File: config.mk
export PLATFORM = sky130hd
export DESIGN_NAME = fft_frame_sequencer
export DESIGN_NICKNAME = d
export VERILOG_FILES = /design/src/rtl/fft_pkg.sv /design/src/rtl/fft_frame_counter.sv /design/src/rtl/fft_frame_sequencer.sv
export SDC_FILE = /design/constraint.sdc
export NUM_CORES = 1
export LEC_CHECK = 0
export BUFFER_PORTS_ARGS = -buffer_cell sky130_fd_sc_hd__clkbuf_2
export CORE_MARGIN = 2
export CORE_UTILIZATION = 51
export CTS_BUF_LIST = sky130_fd_sc_hd__clkbuf_2
export CTS_CLUSTER_DIAMETER = 80
export DETAILED_ROUTE_END_ITERATION = 16
export PLACE_DENSITY = 0.9
export SLEW_MARGIN = 20
export SYNTH_ARGS = -nofsm -noshare
export SYNTH_HDL_FRONTEND = slang
export SYNTH_SLANG_ARGS = --single-unit
File: constraint.sdc
create_clock -name i_clk -period 3.5 [get_ports i_clk]
set_clock_uncertainty 0.1 [all_clocks]
set_input_delay 0.35 -clock i_clk [delete_from_list [all_inputs] [get_ports i_clk]]
set_output_delay 0.35 -clock i_clk [all_outputs]
set_load 0.02 [all_outputs]
File: src/rtl/fft_pkg.sv
// Shared definitions for the FFT frame sequencer: FSM encoding, config-word
// field offsets and default geometry.
package fft_pkg;

    typedef enum logic [1:0] {
        ST_IDLE   = 2'd0,
        ST_CFG    = 2'd1,
        ST_STREAM = 2'd2,
        ST_DRAIN  = 2'd3
    } state_t;

    localparam int FWD_INV_BIT = 0;
    localparam int SCH_LSB     = 1;

    localparam int DEF_N_LOG2 = 10;
    localparam int DEF_DATA_W = 32;

endpackage

File: src/rtl/fft_frame_counter.sv
// Per-frame sample index with tlast generation and a frame counter that
// flags the final frame of a bounded run; target 0 means unbounded.
module fft_frame_counter #(
    parameter int N_LOG2 = 10,
    parameter int FRM_W  = 16
) (
    input  logic              clk,
    input  logic              rst,
    input  logic              clear,
    input  logic              beat,
    input  logic [FRM_W-1:0]  target,
    output logic [N_LOG2-1:0] idx,
    output logic              tlast,
    output logic [FRM_W-1:0]  frames,
    output logic              last_frame
);

    localparam logic [N_LOG2-1:0] IDX_MAX = '1;
    localparam logic [FRM_W-1:0]  FRM_MAX = '1;

    logic             continuous;
    logic [FRM_W:0]   frames_inc;

    assign continuous = (target == '0);
    assign frames_inc = {1'b0, frames} + (FRM_W + 1)'(1);
    assign tlast      = (idx == IDX_MAX);
    // Compared one bit wider so a saturated count never aliases onto target.
    assign last_frame = !continuous && (frames_inc == {1'b0, target});

    always_ff @(posedge clk) begin
        if (rst || clear) begin
            idx    <= '0;
            frames <= '0;
        end else if (beat) begin
            idx <= idx + N_LOG2'(1);
            if (tlast) begin
                if (continuous || (frames != FRM_MAX)) begin
                    frames <= frames_inc[FRM_W-1:0];
                end
            end
        end
    end

endmodule

File: src/rtl/fft_frame_sequencer.sv
// Drives the streaming FFT core: one config word per run, then exactly N
// samples per frame with generated tlast, until the frame target or an abort.
module fft_frame_sequencer
    import fft_pkg::*;
#(
    parameter int N_LOG2 = DEF_N_LOG2,
    parameter int DATA_W = DEF_DATA_W,
    parameter int SCH_W  = 10,
    parameter int CFG_W  = 16,
    parameter int FRM_W  = 16
) (
    input  logic              i_clk,
    input  logic              i_rst,
    input  logic              i_start,
    input  logic              i_abort,
    input  logic              i_fwd_inv,
    input  logic [SCH_W-1:0]  i_scale_sch,
    input  logic [FRM_W-1:0]  i_frames,
    input  logic [DATA_W-1:0] i_data,
    input  logic              i_data_valid,
    output logic              o_data_ready,
    output logic [CFG_W-1:0]  o_cfg_tdata,
    output logic              o_cfg_tvalid,
    input  logic              i_cfg_tready,
    output logic [DATA_W-1:0] o_fft_tdata,
    output logic              o_fft_tvalid,
    output logic              o_fft_tlast,
    input  logic              i_fft_tready,
    input  logic              i_out_valid,
    input  logic              i_out_ready,
    input  logic              i_out_last,
    input  logic              i_evt_tlast_unexp,
    input  logic              i_evt_tlast_miss,
    output logic              o_busy,
    output logic              o_done,
    output logic [FRM_W-1:0]  o_in_frames,
    output logic [FRM_W-1:0]  o_out_frames,
    output logic              o_err,
    output state_t            o_state
);

    localparam logic [FRM_W-1:0] FRM_MAX = '1;

    state_t              state;
    state_t              state_nxt;
    logic [CFG_W-1:0]    cfg_word;
    logic [FRM_W-1:0]    frames_q;
    logic                abort_pending;
    logic                start_run;
    logic                in_stream;
    logic                beat;
    logic                out_frame_done;
    logic [N_LOG2-1:0]   idx;
    logic                tlast;
    logic                last_frame;

    // Handshakes: a transfer happens on a cycle where valid and ready are both
    // high; a source holds valid and data stable until that cycle.
    assign start_run      = (state == ST_IDLE) && i_start;
    assign in_stream      = (state == ST_STREAM);
    assign beat           = in_stream && i_data_valid && i_fft_tready;
    assign out_frame_done = (state != ST_IDLE) && i_out_valid && i_out_ready && i_out_last;

    assign o_fft_tdata  = i_data;
    assign o_fft_tvalid = in_stream && i_data_valid;
    assign o_data_ready = in_stream && i_fft_tready;
    assign o_fft_tlast  = in_stream && tlast;
    assign o_cfg_tvalid = (state == ST_CFG);
    assign o_busy       = (state != ST_IDLE);
    assign o_state      = state;

    always_comb begin
        cfg_word                     = '0;
        cfg_word[FWD_INV_BIT]        = i_fwd_inv;
        cfg_word[SCH_LSB +: SCH_W]   = i_scale_sch;
    end

    fft_frame_counter #(
        .N_LOG2 (N_LOG2),
        .FRM_W  (FRM_W)
    ) u_in_counter (
        .clk        (i_clk),
        .rst        (i_rst),
        .clear      (start_run),
        .beat       (beat),
        .target     (frames_q),
        .idx        (idx),
        .tlast      (tlast),
        .frames     (o_in_frames),
        .last_frame (last_frame)
    );

    always_ff @(posedge i_clk) begin
        if (i_rst) begin
            state <= ST_IDLE;
        end else begin
            state <= state_nxt;
        end
    end

    always_comb begin
        state_nxt = state;
        o_done    = 1'b0;
        case (state)
            ST_IDLE: begin
                if (i_start) state_nxt = ST_CFG;
            end
            ST_CFG: begin
                if (i_abort) begin
                    state_nxt = ST_DRAIN;
                end else if (i_cfg_tready) begin
                    state_nxt = ST_STREAM;
                end
            end
            ST_STREAM: begin
                // A frame already in flight always completes before draining.
                if (beat && tlast && (last_frame || abort_pending || i_abort)) begin
                    state_nxt = ST_DRAIN;
                end else if (i_abort && (idx == '0) && !beat) begin
                    state_nxt = ST_DRAIN;
                end
            end
            ST_DRAIN: begin
                if (o_out_frames == o_in_frames) begin
                    o_done    = 1'b1;
                    state_nxt = ST_IDLE;
                end
            end
            default: state_nxt = ST_IDLE;
        endcase
    end

    always_ff @(posedge i_clk) begin
        if (i_rst) begin
            o_cfg_tdata   <= '0;
            frames_q      <= '0;
            abort_pending <= 1'b0;
            o_err         <= 1'b0;
            o_out_frames  <= '0;
        end else if (start_run) begin
            o_cfg_tdata   <= cfg_word;
            frames_q      <= i_frames;
            abort_pending <= 1'b0;
            o_err         <= 1'b0;
            o_out_frames  <= '0;
        end else begin
            if (in_stream && i_abort) abort_pending <= 1'b1;
            if ((state != ST_IDLE) && (i_evt_tlast_unexp || i_evt_tlast_miss)) o_err <= 1'b1;
            if (out_frame_done && (o_out_frames != FRM_MAX)) begin
                o_out_frames <= o_out_frames + FRM_W'(1);
            end
        end
    end

endmodule

Word-level counts from Yosys, hierarchy flattened --
Cells that the tools add are included. W data, S select, Z words.
Storage, ports and cells: output and inout port bits 89, register bits 73, logic and storage cells 62, bits of input ports 71
Cells by class: mux-type cells 9, $add $sub $neg 3, reduce and logical (&&, ||, !) cells 30, equality and inequality tests 12
Operators with widths (number):
- $ne A16 B16 Y1 const B | 2
- $add A16 B1 Y17 const B | 1
- $eq A17 B16 Y1 | 1
- $add A16 B1 Y16 const B | 1
- $eq A16 B16 Y1 | 1
- $logic_and A1 B1 Y1 | 16
- $logic_not A16 Y1 | 1
- $mux W2 | 6
- $add A10 B1 Y10 const B | 1
- $eq A10 B10 Y1 const B | 1
- $logic_not A10 Y1 | 1
- $pmux W2 S4 | 1
- $logic_or A1 B1 Y1 | 5
- $eq A2 B2 Y1 const B | 2
- $ne A2 B2 Y1 const B | 2
- $reduce_and A4 Y1 | 1
- $ne A3 B1 Y1 const B | 1
- $ne A3 B2 Y1 const B | 1
- $reduce_and A3 Y1 | 1
- $eq A2 B1 Y1 const B | 1
- $logic_not A1 Y1 | 2
- $logic_not A2 Y1 | 1
- $mux W1 | 2
- $reduce_bool A2 Y1 | 1
- $reduce_or A2 Y1 | 1

Logic depth before layout (Yosys ltp) --
Gate-level depths: netlist of the first run.
word-level depth 8, depth in mapped cells 11, gate-level depth less buffers 10

Cells and area by module --
Synthesis of the first run repeated with hierarchy kept, for this count alone.
Unflattened totals: cell total of the unflattened synthesis 510, area total of the unflattened synthesis 4205.3 um2
By module, submodules not included:
- fft_frame_sequencer | area each 2533.7 um2, instances 1, cells an instance 310, seq. area each 940.9 um2
- fft_frame_counter | area each 1671.6 um2, instances 1, cells an instance 200, seq. area each 520.5 um2

Least setup slack after synthesis of the first run --
No wires, ideal clock.
kind reg2reg, start register state[0], in the netlist o_state[0], end register state[0], in the netlist o_state[0], setup slack 0.624 ns, required time 3.314 ns, clock period less this slack 2.876 ns, buffers on the path 1, library setup time 0.086 ns, cell stages (with the launch flop) 12, data arrival time 2.690 ns, cell sequence dfxtp_1 inv_1 ha_1 and3_1 clkbuf_1 or4_1 a31oi_1 o211ai_1 a2111oi_2 a31o_2 o21ai_1 a221oi_2
Between the ends: longest elaborated chain between the ends 7, elaborated cells between the ends (all ways) 17, classes of those cells eq/ne (7); mux (2); reduce/logical (8)
Ends and longest elaborated chain:
- start, declared | RTL line fft_frame_sequencer.sv:44 | state_t state;
- start signal, assigned | RTL line fft_frame_sequencer.sv:97 | state <= state_nxt;
- $eq A2 B2 Y1 | RTL line fft_frame_sequencer.sv:60, fft_frame_sequencer.sv:104
- $logic_and A1 B1 Y1 (2 in series) | RTL line fft_frame_sequencer.sv:61 | assign beat = in_stream && i_data_valid && i_fft_tready;
- $logic_and A1 B1 Y1 or $logic_not A1 Y1 (tied branches) | RTL line fft_frame_sequencer.sv:117, fft_frame_sequencer.sv:119
- $logic_and A1 B1 Y1, on equally long branches | RTL line fft_frame_sequencer.sv:117, fft_frame_sequencer.sv:119
- $ne A3 B1 Y1 (no line) or $mux W2 (tied branches)
- $reduce_and A4 Y1 (no line) or $pmux W2 S4 (tied branches)
Parallel ways exist; a longest one is shown, timed or not. A chain may end at the register's enable or synchronous reset.

Final worst setup path of the first run --
Ends and elaborated chain as after synthesis.

==> results.txt, run 1 <==
The flow ran to the end, and the final reports show no timing, DRC or antenna violations. The delay of the slowest cell on the worst path came out at 0.50 ns. The number of unique standard cell types used by synthesis came out at 50. The via count of the first global-routing pass is 3613. For the final routed database, the setup TNS stands at 0 ns. The average footprint of a synthesized cell is 7.88 sq um. TritonCTS built the clock tree. For this run, the top clock speed supported by timing is 0.341 GHz. The layout cell share with drive strength beyond 1 came out at 0.188. Of the available clock period, the critical path in the final layout requires 0.837. The final weighted congestion in routability-driven placement came out at 0.925.

In this run, synthesis inferred 0 flip-flops with an integrated enable. The wire length per cell is 14.9 microns. The utilization after layout is 0.613.

The maximum level of the CTS H-tree is 3. The number of antenna violations at the first check in global routing came out at 1. The post-synthesis cell type with the largest combined area is dfxtp_1. The most used flip-flop cell after synthesis is dfxtp_1. The category of the most critical setup path is reg2reg.

The number of CTS-inserted buffers is 9. STA classifies the critical path startpoint as a register. The shortest period the worst path allows came out at 2.93 ns. Across every metal layer, demand over resource in global routing totals 0.242. The total length of routed wires is 10500 microns. The number of design-rule violations left by the first detailed-router iteration came out at 280. The routing layer with the top usage in global route is met2.

The total DRC errors in the routed layout is 0. The number of maximum-capacitance violations came out at 0. The number of primary I/O pins is 160. The internal power of the cells came out at 1410 uW. The maximum net fanout on the critical path is 8. The worst max-slew margin expressed relative to the limit is 0.414.

The met1 demand-to-capacity share in global routing came out at 0.279. The number of standard cells after synthesis came out at 527. The total grt overflow is 0.

Ranked by total cell area, the synthesized netlist is headed by dfxtp_1, xnor2_1, nand2_1, buf_4, xor2_1. The post-cts sizing count is 0. Clock-pin slew was measured on the worst setup and hold paths at 0.22 ns. The growth of design area from synthesis to finish is 15.3%. The port buffer count is 90. The number of nets in the final layout came out at 676. The clock net in this run drives a total of 73 sinks. Of the total power, the clock network draws 0.242. The warning count from the yosys run is 0. The initial standard-cell utilization of the core came out at 0.532. The number of cell rows came out at 32.

The number of buffers between clock root and the deepest sink came out at 2. The worst setup slack for register-to-register paths came out at 0.57 ns. The switching fraction of total power came out at 0.360. The most used standard cell by instance count after synthesis is nand2_1. Detailed routing inserted a total of 3825 vias. The area share of the largest cell type after synthesis came out at 0.352.

The static leakage is 0.00193 uW. The hold violation count in the final report is 0. Of the total power, combinational logic draws 0.311. Sorting the synthesized cells by how often they occur yields nand2_1, dfxtp_1, nor2_1. The pin count of the biggest net entering global routing is 31. The floorplan step set the die height to 94.2 microns.

The synthesized netlist occupies a cell area of 0.00415 sq mm. Traced cell by cell, the critical path runs through inv_1, ha_1, and3_1, or4b_1, a31oi_1, o211ai_1, a2111oi_2, a31o_2, o21ai_1, a221oi_2. The core outline area is 0.00781 sq mm.

The maximum vdd ir drop is 0.490 mV. Of the total power, registers draw 0.447. The count of fill cells added during filler insertion is 670. The total die area came out at 0.00888 sq mm. The cell family contributing the most delay on the critical path is compound AO/OA/AOI/OAI gates. The switching power of the nets came out at 791 uW. Setup repair after global routing left no endpoint under its margin. The path class of the lowest-slack min-delay path is in2reg. The horizontal die dimension is 94.2 microns. Using the TritonRoute via totals, the vias-per-cell ratio works out to 5.43. The met2 layer usage reported by global route came out at 0.427. STA classifies the critical path endpoint as a register.

The global routing met3 resource utilization is 0.0770. Of all flip-flops after synthesis, the portion carrying an async set or reset was 0. The latest clock arrival within the worst-skew pair came out at 0.53 ns.

The buffer and inverter count on the worst path is 1. The number of buffers inserted by post-CTS setup repair is 0. The slowest stage of the critical path belongs to the cell or4b_1.

The detailed-routing iteration count for the pre-antenna-repair pass came out at 7. The antenna violation net count after detailed routing came out at 0. The endpoint arrival time on the critical path is 3.30 ns. Setup violations remaining at the end of the flow were counted as 0. The sequential cell area fraction in the yosys report is 0.352. Synthesis inferred 73 register bits. At the pin with the least slew margin, the transition time is 0.880 ns.

CTS placed an instance of clkbuf_2 at the clock tree root. The data required time of the critical path is 3.87 ns. The final-report max-slew violation count came out at 0.

The cell area power density is 459 mW/mm^2. The global-route wire length before repair is 17000 microns. The final HPWL from detailed placement is 7200 microns.
==> worst paths after layout <==
| check | start | endpoint | depth (start not counted) |
|---|---|---|---|
| min reg2reg | o_cfg_tdata[9] | o_cfg_tdata[9] | 2 |
| min | i_evt_tlast_unexp | o_err | 5 |
| max reg2reg | o_state[0] | o_state[0] | 10 |
| max | o_state[0] | o_state[0] | 10 |
==> timing repair <==
action | CTS | global route
endpoints found under the hold margin | 27 | 0
hold buffers | 27 | 0
endpoints found under the setup margin | 0 | 0
==> layout by cell type (no fill, tap or decap), drive strengths merged, types with 10 or more instances in the layout <==
cell type and count:
nand2 82, nand4 14, xnor2 41, and3 10, nor2 52, xor2 25, nand3 17, dlygate4sd3 27
clkbuf 102, inv 13, a21oi 38, dfxtp 73, o21ai 12
==> worst reg2reg max path: stages (launching register included) <==
cell and delay, ns:
dfxtp_1 0.40, inv_1 0.14, ha_1 0.25, and3_1 0.31, or4b_1 0.50, a31oi_1 0.25, o211ai_1 0.15, a2111oi_2 0.23
a31o_2 0.24, o21ai_1 0.08, a221oi_2 0.22
==> power by group through the flow <==
stage / clock (uW) / combinational (uW) / sequential (uW)
floorplan: 0 / 492 / 1030
global placement: 0 / 633 / 990
detailed placement: 0 / 650 / 998
CTS: 535 / 678 / 980
global route: 576 / 755 / 995
finish: 533 / 684 / 982
==> stage by stage <==
stage	hold slack [ns]	instances	instance area, sq um	total power, uW	worst slack (ns)
floorplan	0.338	531	4170	1520	0.624
global placement	0.342	661	4390	1620	0.717
detailed placement	0.350	661	4390	1650	0.611
CTS	0.00540	704	4780	2190	0.573
global route	0.0331	705	4790	2330	0.296
finish	0.0176	705	4790	2200	0.572
==> routing by layer <==
layer / up-vias / share of wire
li1: 1887 / -
met4: 0 / 0.017
met3: 19 / 0.064
met5: - / 0
met1: 1774 / 0.41
met2: 145 / 0.51
==> logic make-up (layout without fill, tap and decap cells) <==
group	count (synthesis)	after routing	share of synthesized area
AO/OA/AOI/OAI	72	72	0.112
buffers and inverters	80	151	0.107
flip-flops	73	73	0.352
adder cells (fa/ha/maj)	8	8	0.0241
AND/OR/NAND/NOR	223	223	0.255
other	1	6	0.000904
multiplexers	4	4	0.00965
XOR/XNOR	66	66	0.139
==> sequential cells by signal (all words and copies together), names as in the netlist <==
signal,cells
abort_pending,1
frames_q,16
o_cfg_tdata,11
o_err,1
o_out_frames,16
o_state,2
u_in_counter.frames,16
u_in_counter.idx,10
==> layout make-up <==
cell class | instances | area (sq um) | area share
inverter | 13 | 48.8 | 0.0102
multi-input combinational | 378 | 2260 | 0.472
sequential | 73 | 1460 | 0.305
clock buffer | 12 | 60.1 | 0.0125
antenna | 1 | 2.50 | 0.000523
tap | 102 | 128 | 0.0267
clock inverter | 4 | 67.6 | 0.0141
timing repair buffer | 122 | 758 | 0.158
No activity file was read; power rests on OpenSTA's default activity.
==> run 2: changes to the inputs <==
--- a/config.mk
+++ b/config.mk
@@ -7,11 +7,11 @@
 export LEC_CHECK = 0
 export BUFFER_PORTS_ARGS = -buffer_cell sky130_fd_sc_hd__clkbuf_2
 export CORE_MARGIN = 2
-export CORE_UTILIZATION = 51
+export CORE_UTILIZATION = 46
 export CTS_BUF_LIST = sky130_fd_sc_hd__clkbuf_2
 export CTS_CLUSTER_DIAMETER = 80
 export DETAILED_ROUTE_END_ITERATION = 16
-export PLACE_DENSITY = 0.9
+export PLACE_DENSITY = 0.86
 export SLEW_MARGIN = 20
 export SYNTH_ARGS = -nofsm -noshare
 export SYNTH_HDL_FRONTEND = slang
==> constraint.sdc (replaced) <==
create_clock -name i_clk -period 2.65 [get_ports i_clk]
set_clock_uncertainty 0.1 [all_clocks]
set_input_delay 0.265 -clock i_clk [delete_from_list [all_inputs] [get_ports i_clk]]
set_output_delay 0.265 -clock i_clk [all_outputs]
set_load 0.02 [all_outputs]
==> results.txt, run 2 (same netlist as run 1, synthesis figures left out) <==
The run finished with clean final reports. The number of CTS-inserted buffers is 9. The data required time of the critical path is 3.02 ns.

The cell area power density is 615 mW/mm^2. The number of nets in the final layout is 709. The post-route clock period utilization is 0.965. The total die area is 0.00980 sq mm. The antenna violation net count after detailed routing is 0. Counting along the longest clock path gives a buffer depth of 2. Of the total power, the share spent switching nets is 0.357. STA puts the critical path data arrival time at 2.93 ns. The actual transition at the worst max-transition pin is 0.913 ns. The number of primary I/O pins is 160. Leaving out fill and tap cells, the most frequent cell in the layout is clkbuf_2. The layout has 747 filler cells. The wire length per cell is 15.0 microns. The startpoint class of the critical path is a register. The via count of the first global-routing pass is 3779.

Input and output buffers added on the ports amount to 90. The repair_antennas step left the layout with diodes totalling 0. The aggregate negative setup slack came out at 0 ns. The clock network fraction of total power came out at 0.262. From synthesis to final layout, the design area changed by 24.4%. The tree is rooted in a clkbuf_2. The static leakage came out at 0.00211 uW.

The maximum level of the CTS H-tree came out at 3. The largest registers in the layout are frames_q (16), o_out_frames (16), u_in_counter.frames (16). The category of cells accounting for the largest share of critical-path delay is simple AND/OR/NAND/NOR gates. The sequential cell fraction of total power is 0.407. In the layout the commonest cells are clkbuf_2, nand2_1, dfxtp_1.

The hold violation count in the final report was 0. The number of cell rows came out at 34. The worst setup slack after layout came out at 0.0936 ns. Wires add up to 11100 microns. The TritonCTS clock tree is done. For this design, the slowest cell found on the critical path is or4_4.

The number of sinks on the clock net came out at 73. For this run, the top clock speed supported by timing is 0.391 GHz. The internal power of the cells is 2040 uW. The shortest period the worst path allows is 2.56 ns. The pre-CTS setup slack came out at 0.0228 ns.

Clock-pin slew was measured on the worst setup and hold paths at 0.21 ns. Walking the worst path, the cells encountered are or4_4, or4_4, a31oi_4, o211ai_1, a2111oi_2, a31o_2, o21ai_1, a221oi_2. The maximum vdd ir drop is 0.580 mV. The switching power of the nets is 1130 uW. The number of design-rule violations left by the first detailed-router iteration is 260. The final-report max-slew violation count came out at 0. The final setup violation count is 0. The total DRC errors in the routed layout is 0.

The global-route wire length before repair came out at 18000 microns. The initial standard-cell utilization of the core came out at 0.476. The die is 99.0 microns tall. The worst setup path is captured at a register.

Counting stages on the worst path, the most repeated cell is or4_4. The critical path in this run is classified as reg2reg. The maximum net fanout on the critical path is 3. The worst max-slew margin expressed relative to the limit came out at 0.392.

The number of maximum-capacitance violations came out at 0. The overall global routing resource usage came out at 0.226. The horizontal die dimension is 99.0 microns. Entering global routing, the biggest net connects 31 pins. The path class of the tightest hold or removal check is in2reg.

The buffer and inverter count on the worst path is 0. The wire-length estimate of the detail-placed layout is 7740 microns. The number of antenna violations at the first check in global routing is 0. The worst setup slack for register-to-register paths is 0.09 ns. Clock latency on the worst-skew pair, taken at its later pin, is 0.55 ns. The final weighted congestion in routability-driven placement came out at 0.872. Hold is met by 0.0570 ns. The total grt overflow is 0.

The detailed router placed 4006 vias in this run. The layout cell share with drive strength beyond 1 is 0.255. The portion of total power attributed to combinational logic is 0.331.

At the end of the flow the core is filled with cells to 0.592. The routed via count divided by cell count came out at 5.39. The delay of the slowest cell on the worst path came out at 0.53 ns.

The detailed-routing iteration count for the pre-antenna-repair pass is 5. The core outline area is 0.00872 sq mm. Setup repair after global routing could not meet its margin everywhere.
## run 2: cell types whose count changed in the layout (fill, tap and decap cells not counted), moves of 3 or more
cell | before | now
buf_4 | 5 | 34
dfxtp_2 | 0 | 3
clkbuf_2 | 102 | 99
dlygate4sd3_1 | 27 | 30
dfxtp_1 | 73 | 69
## run 2: final timing paths
check,start,endpoint,depth (start not counted)
setup / recovery,u_in_counter.idx[6],o_state[0],8
hold / removal,i_rst,o_state[1],3
setup reg to reg,u_in_counter.idx[6],o_state[0],8
hold reg to reg,o_cfg_tdata[8],o_cfg_tdata[8],2
## run 2: area by class of cell
class                      instances  area [sq um]  area share
clock buffer                       9          45.0     0.00872
clock inverter                     7           119      0.0230
inverter                          13          48.8     0.00945
multi-input combinational        378          2320       0.450
sequential                        73          1470       0.284
tap                              108           135      0.0262
timing repair buffer             155          1030       0.199
## run 2: repair_timing
action,4_1_cts,5_1_grt
setup buffers,0,2
endpoints found under the setup margin,1,4
pin swaps,2,2
hold endpoints to repair,29,0
resized for setup,0,15
hold buffers,30,0
## run 2: per-layer routing
layer  track usage  vias up  part of all wire
met5             0        -                 0
met4        0.0896        0             0.023
met3        0.0596       37             0.073
met2         0.375      165              0.50
met1         0.279     1847              0.41
li1              -     1957                 -
## run 2: tightest hold or removal path, delay by kind of cell
family                 cells  cell delay [ns]
buffers and inverters      2             0.31
AND/OR/NAND/NOR            1             0.12
## run 2: stage by stage
step	total power (uW)	cell area, sq um	instances
after floorplan	2020	4170	531
after global routing	3350	5160	743
final	3180	5160	743
after CTS	3130	5090	741
after detailed placement	2270	4620	695
after global placement	2230	4620	695
## run 2: power by group through the flow
stage / combinational, uW / clock, uW / sequential (uW)
6_report: 1050 / 831 / 1290
2_1_floorplan: 652 / 0 / 1370
4_1_cts: 992 / 843 / 1290
3_5_place_dp: 954 / 0 / 1320
3_3_place_gp: 921 / 0 / 1310
5_1_grt: 1160 / 888 / 1310
==> run 3: changes to the inputs <==
--- a/config.mk
+++ b/config.mk
@@ -11,6 +11,7 @@
 export CTS_BUF_LIST = sky130_fd_sc_hd__clkbuf_2
 export CTS_CLUSTER_DIAMETER = 80
 export DETAILED_ROUTE_END_ITERATION = 16
+export MAX_ROUTING_LAYER = met4
 export PLACE_DENSITY = 0.86
 export SLEW_MARGIN = 20
 export SYNTH_ARGS = -nofsm -noshare
==> results.txt, run 3 (same netlist as run 1, synthesis figures left out) <==
From synthesis to final layout, the design area changed by 24.1%. The total length of routed wires came out at 11600 microns. Entering global routing, the biggest net connects 31 pins. The critical path in this run is classified as reg2reg. For this block, the via count after detailed routing is 4041. The most common library cell in the layout ignoring fill and taps is clkbuf_2.

The post-route clock period utilization is 0.997. The worst setup path is captured at a register. The cell area power density came out at 620 mW/mm^2. The maximum net fanout on the critical path came out at 3. The maximum vdd ir drop is 0.611 mV.

The worst setup slack after layout is 0.00812 ns. The worst setup slack for register-to-register paths came out at 0.008 ns. The core outline area is 0.00872 sq mm. In the layout the commonest cells are clkbuf_2, nand2_1, dfxtp_1. Based on the critical path, the design can be clocked at up to 0.379 GHz. The detailed-routing iteration count for the pre-antenna-repair pass is 5. The final-report max-slew violation count came to 0.

The length of routed met3 wiring came out at 680 microns. The hold path startpoint is i_rst. The via count of the first global-routing pass is 3997.

The initial utilization of the core area, before any placement, comes to 0.476. After floorplanning, the core was divided into 34 placement rows. By instance count, the cell type seen most on the critical path is or4_4. The antenna diode count is 0. The pre-CTS setup slack came out at 0.0103 ns.

The largest registers in the layout are frames_q (16), o_out_frames (16), u_in_counter.frames (16). At the end of routability-driven placement, the weighted congestion stood at 0.901. The startpoint class of the critical path is a register. The number of antenna violations at the first check in global routing is 0. The final setup violation count came out at 0. The data required time of the critical path came out at 3.03 ns.

The worst max-slew margin expressed relative to the limit is 0.380. The utilization after layout is 0.591. The total die area came out at 0.00980 sq mm. Dividing the detail-routed via count by the number of cells gives 5.42. The total DRC errors in the routed layout is 0.

The number of CTS-inserted buffers is 9. The wire length per cell came out at 15.6 microns. Detailed placement ended at an HPWL of 7920 microns. The overall global routing resource usage is 0.242.

For this design the static power due to leakage is 0.00212 uW. In this run the worst setup path begins at u_in_counter.idx[9]. The detailed-routing wirelength on met1 is 4820 microns. The worst register-to-register path begins at u_in_counter.idx[9].

The count of buffers added on input and output ports is 90. The number of primary I/O pins came out at 160. The number of design-rule violations left by the first detailed-router iteration came out at 235. The CTS clock-pin slew for the worst setup and hold paths came out at 0.20 ns. The root buffer cell chosen for the clock tree is clkbuf_2. Routed signal wires occupy layers up through met4.

The height of the die is 99.0 microns. After the last flow step, the layout net total stands at 711. In this run the number of H-tree levels came out at 3. The first global-routing pass estimated 18700 microns of wire. In the detailed route, the total length drawn on met2 is 5870 microns. The shortest period the worst path allows came out at 2.64 ns. The hold violation count in the final report is 0. Across the run, the number of max-cap violations was 0.

Counting every sink on the clock net gives 73. The run finished with clean final reports. The antenna violation net count after detailed routing is 0. The delay of the slowest cell on the worst path is 0.52 ns. At the pin with the least slew margin, the transition time is 0.930 ns. In this run the deepest clock path goes through 2 buffers. Setup repair after global routing could not meet its margin everywhere. The slowest stage of the critical path is the or4_4 cell. The endpoint arrival time on the critical path is 3.02 ns. The horizontal die dimension is 99.0 microns. The signal on the critical path passes through or4_4, or4_4, a31oi_4, o211ai_1, a2111oi_2, a31o_2, o21ai_1, a221oi_2. The worst hold slack after final layout came out at 0.0567 ns. The latest clock arrival within the worst-skew pair came out at 0.55 ns. The total grt overflow came out at 0.

The layout cell share with drive strength beyond 1 came out at 0.253. TritonCTS built the clock tree. The min-delay analysis places its worst path in the category in2reg.
==> run 3: changes by cell type in the layout (fill, tap and decap cells not counted), moves of 2 or more <==
cell / previous run / this run
buf_4: 34 / 36
clkinv_2: 1 / 3
clkinvlp_4: 2 / 0
dfxtp_1: 69 / 67
dfxtp_2: 3 / 5
==> run 3: area by class of cell <==
| class | count | area [sq um] |
|---|---|---|
| Sequential cell | 73 | 1470 |
| Inverter | 13 | 51.3 |
| Tap cell | 108 | 135 |
| Timing Repair Buffer | 157 | 1040 |
| Fill cell | 770 | 3570 |
| Clock buffer | 9 | 45.0 |
| Multi-Input combinational cell | 378 | 2300 |
| Clock inverter | 7 | 109 |
==> run 3: what timing repair did <==
action / in CTS / in global routing
gates resized for setup: 3 / 11
hold buffers: 30 / 0
hold endpoints to repair: 29 / 0
pin swaps: 2 / 2
endpoints found under the setup margin: 2 / 4
setup buffers: 0 / 4
==> run 3: worst paths after layout <==
path	end	cells past startpoint
worst max-delay path	o_state[0]	8
worst min-delay path	o_state[0]	3
worst max register to register	o_state[0]	8
worst min register to register	o_cfg_tdata[9]	2
==> run 3: critical path: cells and delay by family, from the launching register on <==
family	cells	cell delay (ns)
AOI/OAI and AO/OA	6	1.09
DFF	1	0.36
and+or+nand+nor	2	1.03
==> run 3: through the flow <==
stage / total power [uW] / area (sq um) / TNS (ns) / std cells
final: 3200 / 5150 / 0 / 745
after global routing: 3360 / 5150 / -0.264 / 745
after CTS: 3110 / 5090 / 0 / 741
after detailed placement: 2270 / 4620 / 0 / 695
after global placement: 2230 / 4620 / 0 / 695
after floorplan: 2020 / 4170 / 0 / 531
==> run 3: power by group <==
part | switching, uW | leakage [uW] | total [uW] | internal, uW
registers | 93.4 | 0.000595 | 1300 | 1210
logic | 638 | 0.00144 | 1080 | 443
clock network | 416 | 0.0000931 | 815 | 399
total | 1150 | 0.00212 | 3200 | 2050
==> run 3: metal layers <==
metal,up-vias,track usage
met5,-,-
met4,0,0.0832
met3,33,0.0589
met2,157,0.406
met1,1899,0.283
li1,1952,-
